[src/rtl/ov_pkg.sv]
// Shared types and default timing for the OV camera frame-capture controller.
package ov_pkg;

   typedef enum logic [2:0] {
      S_IDLE  = 3'd0,
      S_SYNC  = 3'd1,
      S_WRST  = 3'd2,
      S_CAPT  = 3'd3,
      S_HAND  = 3'd4,
      S_DRAIN = 3'd5
   } ov_state_e;

   localparam int OV_WRST_CYCLES_DEF   = 8;
   localparam int OV_VS_MIN_CYCLES_DEF = 24;

endpackage

[src/rtl/ov_vsync_filter.sv]
// VSYNC conditioning: 2-FF synchronizer, persistence filter and rising-edge detect.
module ov_vsync_filter
   import ov_pkg::*;
#(
   parameter int VS_MIN_CYCLES = OV_VS_MIN_CYCLES_DEF
) (
   input  logic clk_24MHz,
   input  logic rst,
   input  logic vsync,
   output logic vs_level,
   output logic vs_edge
);

   localparam int              CW    = $clog2(VS_MIN_CYCLES + 1);
   localparam logic [CW-1:0]   LP_TC = CW'(VS_MIN_CYCLES - 1);

   logic          r_sync0;
   logic          r_sync1;
   logic          r_level;
   logic          r_level_d;
   logic [CW-1:0] r_cnt;

   // r_cnt counts consecutive samples disagreeing with r_level; the
   // VS_MIN_CYCLES-th such sample flips the level.
   always_ff @(posedge clk_24MHz or posedge rst) begin
      if (rst) begin
         r_sync0   <= 1'b0;
         r_sync1   <= 1'b0;
         r_level   <= 1'b0;
         r_level_d <= 1'b0;
         r_cnt     <= '0;
      end else begin
         r_sync0   <= vsync;
         r_sync1   <= r_sync0;
         r_level_d <= r_level;
         if (r_sync1 == r_level) begin
            r_cnt <= '0;
         end else if (r_cnt == LP_TC) begin
            r_level <= ~r_level;
            r_cnt   <= '0;
         end else begin
            r_cnt <= r_cnt + CW'(1);
         end
      end
   end

   assign vs_level = r_level;
   assign vs_edge  = r_level & ~r_level_d;

endmodule

[src/rtl/ov_capture.sv]
// Frame-capture sequencer between an OV camera and its frame FIFO.
// All FIFO-facing outputs are flops decoded from the next state.
//
//   state   | meaning
//   S_IDLE  | camera not configured or reader busy; FIFO untouched
//   S_SYNC  | armed, waiting for a frame boundary
//   S_WRST  | FIFO write pointer held in reset for WRST_CYCLES clocks
//   S_CAPT  | writing pixels until the next frame boundary
//   S_HAND  | frame complete, waiting for reader to start draining
//   S_DRAIN | reader draining, waiting for it to go idle
module ov_capture
   import ov_pkg::*;
#(
   parameter int WRST_CYCLES   = OV_WRST_CYCLES_DEF,
   parameter int VS_MIN_CYCLES = OV_VS_MIN_CYCLES_DEF
) (
   input  logic       clk_24MHz,
   input  logic       rst,
   input  logic       initialized,
   input  logic       vsync,
   input  logic       frame_read,
   output logic       wen,
   output logic       wrst,
   output logic       new_frame,
   output logic [7:0] frame_cnt,
   output logic [7:0] drop_cnt
);

   localparam int            WW           = $clog2(WRST_CYCLES + 1);
   localparam logic [WW-1:0] LP_WRST_LOAD = WW'(WRST_CYCLES - 1);

   ov_state_e     r_state;
   ov_state_e     w_state_nxt;
   logic [WW-1:0] r_wrst_cnt;
   logic [WW-1:0] w_wrst_cnt_nxt;
   logic [7:0]    r_frame_cnt;
   logic [7:0]    w_frame_cnt_nxt;
   logic [7:0]    r_drop_cnt;
   logic [7:0]    w_drop_cnt_nxt;
   logic          r_wen;
   logic          r_wrst;
   logic          r_new_frame;
   logic          w_vs_level;
   logic          w_vs_edge;
   logic          w_frame_edge;

   ov_vsync_filter #(
      .VS_MIN_CYCLES (VS_MIN_CYCLES)
   ) u_vsync_filter (
      .clk_24MHz (clk_24MHz),
      .rst       (rst),
      .vsync     (vsync),
      .vs_level  (w_vs_level),
      .vs_edge   (w_vs_edge)
   );

   assign w_frame_edge = w_vs_edge & w_vs_level;

   always_comb begin
      w_state_nxt     = r_state;
      w_wrst_cnt_nxt  = r_wrst_cnt;
      w_frame_cnt_nxt = r_frame_cnt;
      w_drop_cnt_nxt  = r_drop_cnt;
      if (!initialized) begin
         w_state_nxt = S_IDLE;
      end else begin
         case (r_state)
            S_IDLE: begin
               if (frame_read) w_state_nxt = S_SYNC;
            end
            S_SYNC: begin
               if (w_frame_edge) begin
                  w_state_nxt    = S_WRST;
                  w_wrst_cnt_nxt = LP_WRST_LOAD;
               end
            end
            S_WRST: begin
               if (r_wrst_cnt == '0) w_state_nxt = S_CAPT;
               else                  w_wrst_cnt_nxt = r_wrst_cnt - WW'(1);
            end
            S_CAPT: begin
               if (w_frame_edge) begin
                  w_state_nxt     = S_HAND;
                  w_frame_cnt_nxt = r_frame_cnt + 8'd1;
               end
            end
            S_HAND: begin
               if (w_frame_edge && r_drop_cnt != 8'hFF) w_drop_cnt_nxt = r_drop_cnt + 8'd1;
               if (!frame_read) w_state_nxt = S_DRAIN;
            end
            S_DRAIN: begin
               if (w_frame_edge && r_drop_cnt != 8'hFF) w_drop_cnt_nxt = r_drop_cnt + 8'd1;
               if (frame_read) w_state_nxt = S_SYNC;
            end
            default: w_state_nxt = S_IDLE;
         endcase
      end
   end

   always_ff @(posedge clk_24MHz or posedge rst) begin
      if (rst) begin
         r_state     <= S_IDLE;
         r_wrst_cnt  <= '0;
         r_frame_cnt <= 8'd0;
         r_drop_cnt  <= 8'd0;
         r_wen       <= 1'b0;
         r_wrst      <= 1'b1;
         r_new_frame <= 1'b0;
      end else begin
         r_state     <= w_state_nxt;
         r_wrst_cnt  <= w_wrst_cnt_nxt;
         r_frame_cnt <= w_frame_cnt_nxt;
         r_drop_cnt  <= w_drop_cnt_nxt;
         r_wen       <= (w_state_nxt == S_CAPT);
         r_wrst      <= (w_state_nxt != S_WRST);
         r_new_frame <= (w_state_nxt == S_HAND);
      end
   end

   assign wen       = r_wen;
   assign wrst      = r_wrst;
   assign new_frame = r_new_frame;
   assign frame_cnt = r_frame_cnt;
   assign drop_cnt  = r_drop_cnt;

endmodule

[config.mk]
export PLATFORM = sky130hd
export DESIGN_NAME = ov_capture
export DESIGN_NICKNAME = d
export VERILOG_FILES = /design/src/rtl/ov_pkg.sv /design/src/rtl/ov_vsync_filter.sv /design/src/rtl/ov_capture.sv
export SDC_FILE = /design/constraint.sdc
export NUM_CORES = 1
export LEC_CHECK = 0
export CAP_MARGIN = 10
export CORE_MARGIN = 5
export CORE_UTILIZATION = 50
export DETAILED_ROUTE_END_ITERATION = 6
export DONT_BUFFER_PORTS = 1
export PLACE_DENSITY = 0.68
export SLEW_MARGIN = 40
export SYNTH_ARGS = -nofsm -noshare
export SYNTH_HDL_FRONTEND = slang
export SYNTH_SLANG_ARGS = --single-unit
[constraint.sdc]
create_clock -name clk_24MHz -period 1.65 [get_ports clk_24MHz]
set_clock_uncertainty 0.15 [all_clocks]
set_input_delay 0.4125 -clock clk_24MHz [delete_from_list [all_inputs] [get_ports clk_24MHz]]
set_output_delay 0.4125 -clock clk_24MHz [all_outputs]
set_load 0.05 [all_outputs]
==> flow_metrics.py <==
metrics = {
    "synthesis": {
        "seq_area_frac_synth_pct": 52.1,
        "synthTopCellsByCount": "dfrtp_1 (34), xnor2_1 (11), nand2_1 (7), nand2b_1 (7), nor2_1 (7)",
        "synth_edf_count": 0,
        "synth_cell_types": 45,
        "ys_ff_latch": 35,
        "yosysMostFrequentCell": "dfrtp_1",
        "async_reset_ff_share_pct": 100,
        "yosys.area.top_type": "dfrtp_1",
        "syn_nets": 150,
        "synth_area_um2": 1680,
        "ys.flop_type": "dfrtp_1",
        "syn_inst": 141,
        "netlist_top_cells_area": "dfrtp_1 (51%), xnor2_1 (5.7%), ha_1 (3.0%), mux2_1 (2.7%), nand2b_1 (2.6%)",
        "synth_top_area_share_pct": 50.6,
        "avgSynthCellArea_um2": 11.9,
        "yosys_warnings": 0,
    },
    "detailed_routing": {
        "vias_per_cell": 5.19,
        "initialDrtViolationCount": 43,
        "routedWlPerCell_um": 14.3,
        "vias": 1163,
        "ant_nets": 0,
        "drc_errors": 0,
        "first_pass_iters": 4,
        "routed_wl_mm": 3.19,
    },
    "timing": {
        "fin_ws_ns": -0.0298,
        "worst_pin_slew_ns": 0.549,
        "rsz0062_at_grt": "true",
        "report.final.slew_viol_count": 0,
        "fin_crit_ns": 1.68,
        "max_freq_mhz": 595,
        "relSlewSlack_pct": 63.4,
        "whs_ns": 0.0566,
        "hold_viol": 0,
        "setup_violations": 3,
        "final.setup.tns_ns": -0.0670,
        "period_share_pct": 102,
    },
    "critical_path": {
        "cp_top_family": "simple AND/OR/NAND/NOR gates",
        "required_ns": 1.73,
        "slowest_stage": "nor3_1",
        "worst-path-max-fanout": 6,
        "crit_type": "register to register",
        "slowest_delay_ns": 0.41,
        "cp_num_cells": 5,
        "arrival_ns": 1.76,
        "reg2reg_depth": 5,
        "cp-end-kind": "register",
        "startpoint_type": "register",
        "path_cells": "buf_4 > nand2b_1 > nor3_1 > a31oi_1 > o21a_1",
        "worst-path-buf-inv": 1,
    },
    "clocking": {
        "root_buffer": "clkbuf_4",
        "clkSlewWorstSetupHoldPaths_ns": 0.10,
        "cts_tree": "yes",
        "cts.sink_count": 35,
        "worstSkewPairLatency_ns": 0.33,
        "cts_buffers": 5,
        "h-tree-depth": 2,
        "ctsLongestPathBuffers": 2,
    },
    "pwr": {
        "power_frac_clock_pct": 34.3,
        "p_sw_mw": 0.346,
        "netSwitchingFraction_pct": 22.6,
        "power_mw": 1.53,
        "internal_power_mw": 1.18,
        "power.density_nw_per_um2": 728,
        "comb_power_share_pct": 7.6,
        "p_seq_share_pct": 58.1,
        "leakage_nw": 0.975,
        "peakVddDrop_uv": 524,
    },
    "final_layout": {
        "nNetsFinal": 186,
        "drive_gt1_share_pct": 38.2,
        "utilization_pct": 63.9,
        "fin_cells": 224,
        "n_antenna_cell": 0,
        "final_cell_area_um2": 2100,
        "area_delta_synth_final_pct": 24.7,
    },
    "global_route": {
        "grtUsageTotal_pct": 15.8,
        "grt_pass1_wl_mm": 5.37,
        "antenna_found_initial": 0,
        "globalRoute.totalOverflow": 0,
        "grt_pass1_vias": 1191,
        "grt_max_degree": 14,
    },
    "min_path": {
        "min_path_type": "input port to register",
        "min_path_cells": 1,
    },
    "place": {
        "dpl.hpwl_mm": 2.45,
        "dp_slack_ns": -0.0713,
        "place_congestion": 0.796,
        "place_area_um2": 1950,
        "io_buffers": 0,
        "post-place-cells": 210,
    },
    "die": {
        "die_y_um": 68.0,
        "pin_count": 24,
        "row_count": 21,
        "coreArea_um2": 3280,
        "die_x_um": 68.0,
        "start_util_pct": 51.2,
        "die-area_um2": 4630,
    },
    "status": {
        "violations": "setup timing",
        "status": "finished with violations",
    },
    "run": {
        "drv_cap": 0,
    },
}
## cell type report
class / count / area, um2
multi-input combinational: 99 / 815
clock buffer: 8 / 68.8
inverter: 5 / 18.8
tap: 46 / 57.6
sequential: 35 / 888
timing repair buffer: 31 / 250
fill: 257 / 1190
## state kept, by name, indices dropped and copies added (netlist names), 3 cells and up
signal and cells:
drop_cnt 8, frame_cnt 8, r_state 3, r_wrst_cnt 4, u_vsync_filter.r_cnt 5
## worst register-to-register path, stage by stage, from the launching register on
cell,delay (ns)
dfrtp_1,0.39
buf_4,0.15
nand2b_1,0.23
nor3_1,0.41
a31oi_1,0.14
o21a_1,0.12
## timing repair
item | in CTS | in global routing
setup buffers | 1 | 3
setup endpoints to repair | 7 | 9
endpoints found under the hold margin | 8 | 0
pin swaps | 2 | 4
hold buffers | 2 | 0
gates cloned | 0 | 0
resized for setup | 4 | 5
## power groups by stage
stage               Sequential [mW]  Combinational, mW  Clock, mW
finish                        0.888              0.115      0.525
global route                  0.892              0.130      0.575
CTS                           0.889              0.109      0.543
detailed placement            0.905             0.0971          0
global placement              0.903             0.0923          0
floorplan                     0.900             0.0640          0
## logic make-up (layout without fill, tap and decap cells)
| kind of cell | after synthesis | after routing | share of synthesized area, % |
|---|---|---|---|
| compound gates | 13 | 13 | 4.68 |
| xor+xnor | 15 | 15 | 8.70 |
| fa+ha+maj | 4 | 4 | 2.97 |
| buf+inv | 7 | 44 | 2.45 |
| flops | 35 | 35 | 52.1 |
| mux | 7 | 7 | 4.83 |
| simple gates | 60 | 60 | 24.2 |
## cells in the final DEF, fill, tap and decap left out, types with 5 or more instances in the layout
| cell | netlist | final |
|---|---|---|
| nand2_1 | 7 | 7 |
| nand3_1 | 5 | 5 |
| clkbuf_4 | 0 | 5 |
| nand2b_1 | 7 | 7 |
| dfrtp_1 | 34 | 25 |
| xnor2_1 | 11 | 11 |
| nor2_1 | 7 | 7 |
| a21oi_1 | 5 | 5 |
| buf_4 | 1 | 28 |
| dfrtp_2 | 0 | 9 |
## routing by layer
| layer | GRT usage [%] | part of all wire (%) | vias to the layer above | routed length [um] |
|---|---|---|---|---|
| met2 | 25.9 | 52 | 24 | 1670 |
| met5 | 0 | 0 | - | 0 |
| met4 | 7.44 | 1.8 | 0 | 58 |
| li1 | - | - | 572 | - |
| met1 | 19.1 | 41 | 559 | 1330 |
| met3 | 4.43 | 4.4 | 8 | 141 |
## path summary, 6_finish.rpt
| kind | to | slack (ns) | from |
|---|---|---|---|
| min in group asynchronous | drop_cnt[3]$_DFFE_PP0P_ | 0.35 | rst |
| worst max-delay path | r_wrst_cnt[2]$_DFFE_PP0P_ | -0.03 | r_state[2]$_DFF_PP0_ |
| worst min register to register | u_vsync_filter.r_sync1$_DFF_PP0_ | 0.21 | u_vsync_filter.r_sync0$_DFF_PP0_ |
| worst max register to register | r_wrst_cnt[2]$_DFFE_PP0P_ | -0.03 | r_state[2]$_DFF_PP0_ |
| max in group asynchronous | wrst$_DFF_PP1_ | 0.51 | rst |
| worst min-delay path | r_state[2]$_DFF_PP0_ | 0.06 | initialized |
Power figures use the tool's default switching activity.
==> edit 1 (config.mk and constraints unchanged) <==
The 6 states of `ov_state_e` get a one-hot encoding in 6 bits.
--- a/src/rtl/ov_pkg.sv
+++ b/src/rtl/ov_pkg.sv
@@ -1,13 +1,13 @@
 // Shared types and default timing for the OV camera frame-capture controller.
 package ov_pkg;
 
-   typedef enum logic [2:0] {
-      S_IDLE  = 3'd0,
-      S_SYNC  = 3'd1,
-      S_WRST  = 3'd2,
-      S_CAPT  = 3'd3,
-      S_HAND  = 3'd4,
-      S_DRAIN = 3'd5
+   typedef enum logic [5:0] {
+      S_IDLE  = 6'b000001,
+      S_SYNC  = 6'b000010,
+      S_WRST  = 6'b000100,
+      S_CAPT  = 6'b001000,
+      S_HAND  = 6'b010000,
+      S_DRAIN = 6'b100000
    } ov_state_e;
 
    localparam int OV_WRST_CYCLES_DEF   = 8;
Check against the original RTL: no difference found for any inputs over 10 cycles, from zero or initial values and one cycle with rst high; not proved beyond that.
==> edit 1 against the original RTL <==
The run still ends with negative setup slack left; sequential cell count increased by 3; area after synthesis increased by 8.2%; critical path depth is 1 higher; synthesized cell count up 13%; routed wire length increased by 29%; setup slack got worse by 230 ps; cell area increased by 20%.
Power is not compared: it rests on default switching activity, and its combinational part moved more than twofold at a synthesized area within 25%.
==> edit 1: results (changes against the original RTL) <==
| Metric | Value |
|---|---|
| Detailed placement HPWL | 2870 um (+17%) |
| First-pass GRT wire length | 6860 um (+28%) |
| Failing checks | negative setup slack |
| TNS Setup | -4860 ps (-4790 ps) |
| Placed Cells | 249 (+19%) |
| Finish-stage setup viols | 29 (+26) |
| Drt wl/cell | 15.5 um (+9.0%) |
| Outcome | finished with violations |
| Vias in the first global route | 1490 (+25%) |
| Critical Path AT | 1930 ps (+170 ps) |
| Clock root buffer master | clkbuf_8 |
| Rel. slew slack | 66.5% (+3.1 points) |
| Mapped Nets | 169 (+13%) |
| Worst-skew pair later-pin latency | 280 ps (-50 ps) |
| Placement Setup Slack | -377 ps (-306 ps) |
| CP Max Fanout | 5 (-1) |
| All-Layer GR Usage | 17.9% (+2.1 points) |
| Crit path capture | r_wrst_cnt[0] |
| DR vias | 1430 (+23%) |
| Setup ws final | -256 ps (-226 ps) |
| Post-CTS setup buffers | 3 (+2) |
| Hold path endpoint | r_state[5] |
| Dpl cell area | 2240 um2 (+15%) |
| Hold Worst Slack | 36.0 ps (-20.6 ps) |
| Initial DRC Count | 70 (+63%) |
| Yosys cell types | 44 (-2.2%) |
| Share of cells above drive strength 1 | 46.5% (+8.3 points) |
| Reg-to-Reg Start | r_state[3] |
| Fillers | 270 (+5.1%) |
| CTS resizes | 20 (+16) |
| Syn_area_per_cell | 11.4 um2 (-4.7%) |
| Synth top area cells | dfrtp_1, xnor2_1, nand4_1, dfstp_2, xor2_1 |
| Reg2Reg Depth | 6 (+1) |
==> edit 1: cell types whose count changed in the layout (fill, tap and decap cells not counted), moves of 4 or more <==
| cell | delta |
|---|---|
| a21oi_2 | +5 |
| buf_4 | +16 |
| buf_6 | +8 |
| clkbuf_4 | -5 |
| nand2b_1 | -4 |
| nand4_1 | +5 |
| nor2_2 | +5 |
==> edit 1: cells by family after synthesis <==
kind of cell / count (synthesis) / share of synthesized area, %
muxes: 3 / 1.86
DFF: 38 / 52.4
AOI/OAI and AO/OA: 18 / 8.39
and+or+nand+nor: 66 / 21.4
xor gates and xnor gates: 20 / 9.62
buffers and inverters: 11 / 3.57
adders and majority gates: 4 / 2.75
==> edit 1: routing by layer <==
layer  track usage, %  routed length (um)  vias to the layer above  share of wire, %
li1                 -                   -                      683                 -
met1             22.1                1730                      703                42
met2             30.5                2110                       39                51
met3             5.04                 232                        5               5.6
met4             5.11                  48                        0               1.2
met5                0                   0                        -                 0
==> edit 1: critical path: stages, from the launching register on <==
cell and delay (ps):
dfrtp_2 460, nor4_4 310, nand3b_1 160, o22a_1 270
buf_6 140, nor4_4 250, a21oi_2 50
==> edit 1: power by group through the flow <==
stage               Combinational (mW)  Clock (mW)  Sequential (mW)
finish                           0.302       0.588            0.984
global route                     0.328       0.662            0.986
CTS                              0.252       0.606            0.983
detailed placement               0.205           0            0.999
global placement                 0.200           0            0.997
floorplan                        0.133           0            0.995
==> edit 1: final cells by class <==
type                    instances  area (um2)  area share, %
flip-flops and latches         38         963           38.3
well taps                      48        60.1           2.39
multi-input cells             111         950           37.7
inverters                       6        22.5          0.895
repair buffers                 54         440           17.5
clock buffers                   8        80.1           3.18
==> edit 2 (same settings) <==
Without the edit above. `OV_VS_MIN_CYCLES_DEF`: 24 -> 12.
--- a/src/rtl/ov_pkg.sv
+++ b/src/rtl/ov_pkg.sv
@@ -11,7 +11,7 @@
    } ov_state_e;
 
    localparam int OV_WRST_CYCLES_DEF   = 8;
-   localparam int OV_VS_MIN_CYCLES_DEF = 24;
+   localparam int OV_VS_MIN_CYCLES_DEF = 12;
 
 endpackage
 
Function: no difference found for any inputs over 10 cycles, from zero or initial values and one cycle with rst high; that may be too few to reach the edited logic, so the function may still have changed.
==> edit 2 against the original RTL <==
The flow still finishes with violations (negative setup slack); sequential share of layout area decreased by 5.1 points; hold slack better by 14 ps; clock power increased by 8.0%; area after synthesis decreased by 3.0%; critical endpoint is now r_wrst_cnt[0]; total power rose by 0.38%; setup slack lost 240 ps; routed wire length up 20%; cell area grew 10%; global-route usage increased by 1.7 points; utilization rose by 11 points; die area fell by 2.6%; sequential cell count fell by 1.
==> edit 2: results (changes against the original RTL) <==
| Metric | Value |
|---|---|
| Outcome | finished with violations |
| Failing checks | negative setup slack |
| Total Nets Final | 206 (+11%) |
| Detailed placement HPWL | 2380 um (-2.8%) |
| Compound-gate portion of the synthesized area | 7.59% (+2.9 points) |
| Worst vdd ir | 700 uV (+34%) |
| Leak | 1.06 nW (+9.0%) |
| Largest net degree at the start of global routing | 35 (+21) |
| All-Layer GR Usage | 17.5% (+1.7 points) |
| Mapped Nets | 156 (+4.0%) |
| Fillers | 220 (-14%) |
| Drt wl/cell | 15.9 um (+11%) |
| Setup ws final | -266 ps (-237 ps) |
| Layout Cells excl Fill | 242 (+8.0%) |
| Rel. slew slack | 65.9% (+2.5 points) |
| Slowest-stage cell, CP | or4b_4 |
| Vias in the first global route | 1339 (+12%) |
| CP Max Fanout | 4 (-2) |
| Syn_area_per_cell | 11.1 um2 (-7.0%) |
| Post-Synth Adder-Cell Area | 3.07% (+0.094 points) |
| GPL Wtd Cong | 0.846 (+6.4%) |
| Yosys cell types | 43 (-4.4%) |
| Finish-stage setup viols | 18 (+15) |
| Placement Setup Slack | -225 ps (-154 ps) |
| Placed Cells | 222 (+5.7%) |
| Synth cell count leaders | dfrtp_1, nand2_1, nor2_1, xnor2_1, inv_1 |
| DR vias | 1304 (+12%) |
| Post-synthesis xor/xnor area fraction | 6.44% (-2.3 points) |
| Psw | 344 uW (-0.66%) |
| TNS Setup | -2790 ps (-2720 ps) |
| First-pass GRT wire length | 5910 um (+10%) |
| Share of cells above drive strength 1 | 45.5% (+7.3 points) |
| Seq/Total Area, Yosys | 52.2% (+0.10 points) |
| Synth top area cells | dfrtp_1, xnor2_1, mux2_2, ha_1, nand2_1 |
| Crit-path max cell delay | 520 ps (+110 ps) |
## edit 2: changes by cell type in the layout (fill, tap and decap cells not counted), sizes merged, moves of 2 or more
cell / unedited run / this run
xnor2: 13 / 10
nand4b: 2 / 0
and2b: 0 / 2
nand3: 8 / 4
or4b: 0 / 2
nand2b: 7 / 3
inv: 5 / 7
nand2: 7 / 10
buf: 29 / 43
nor2: 8 / 10
nor3: 2 / 5
mux2i: 1 / 3
or3: 2 / 0
## edit 2: cells by family after synthesis
kind of cell	Yosys count
xor+xnor	12
fa+ha+maj	4
mux	8
simple gates	62
buf+inv	9
compound gates	18
flops	34
## edit 2: metal layers
| layer | routed length [um] | GRT usage, % | part of all wire [%] |
|---|---|---|---|
| met3 | 222 | 6.24 | 5.8 |
| met5 | 0 | 0 | 0 |
| met4 | 44 | 5.06 | 1.1 |
| met1 | 1580 | 20.0 | 41 |
| met2 | 2000 | 30.6 | 52 |
## edit 2: final cells by class
type / instances / area (um2) / share of cell area, %
clock buffer: 8 / 78.8 / 3.41
sequential: 34 / 861 / 37.3
inverter: 7 / 26.3 / 1.14
timing repair buffer: 45 / 397 / 17.2
tap: 44 / 55.1 / 2.38
multi-input combinational: 104 / 892 / 38.6
## edit 2: power groups by stage
stage	sequential (mW)	combinational (mW)	clock [mW]
after floorplan	0.877	0.0639	0
after global placement	0.877	0.0879	0
after detailed placement	0.878	0.0919	0
after CTS	0.862	0.0982	0.577
after global routing	0.865	0.119	0.630
final	0.863	0.105	0.567
## edit 2: metrics by stage
step / hold slack, ps / total power [mW] / utilization (%)
after CTS: 61.7 / 1.54 / 69.2
after detailed placement: 193 / 0.970 / 62.7
after floorplan: 181 / 0.941 / -
after global placement: 189 / 0.965 / 62.7
after global routing: 54.4 / 1.61 / 74.4
final: 70.5 / 1.53 / 74.4
## edit 2: timing repair
action,in CTS,in global routing
setup buffers,4,7
endpoints found under the setup margin,20,23
gates resized for setup,16,24
pin swaps,9,13
hold endpoints to repair,34,0
hold buffers,2,0
## edit 2: critical path, delay by kind of cell, from the launching register on
family          cells  cell delay [ps]
compound gates      1              170
flops               1              400
simple gates        3             1100
## edit 2: path summary, 6_finish.rpt
check | from | slack [ps] | cells past startpoint | to
worst max-delay path | r_state[2] | -270 | 4 | r_wrst_cnt[0]
worst min-delay path | initialized | 70 | 2 | r_state[1]
worst max register to register | r_state[2] | -270 | 4 | r_wrst_cnt[0]
worst min register to register | u_vsync_filter.r_sync0 | 210 | 0 | u_vsync_filter.r_sync1
max in group asynchronous | rst | 550 | 3 | wrst
min in group asynchronous | rst | 470 | 3 | u_vsync_filter.r_cnt[0]
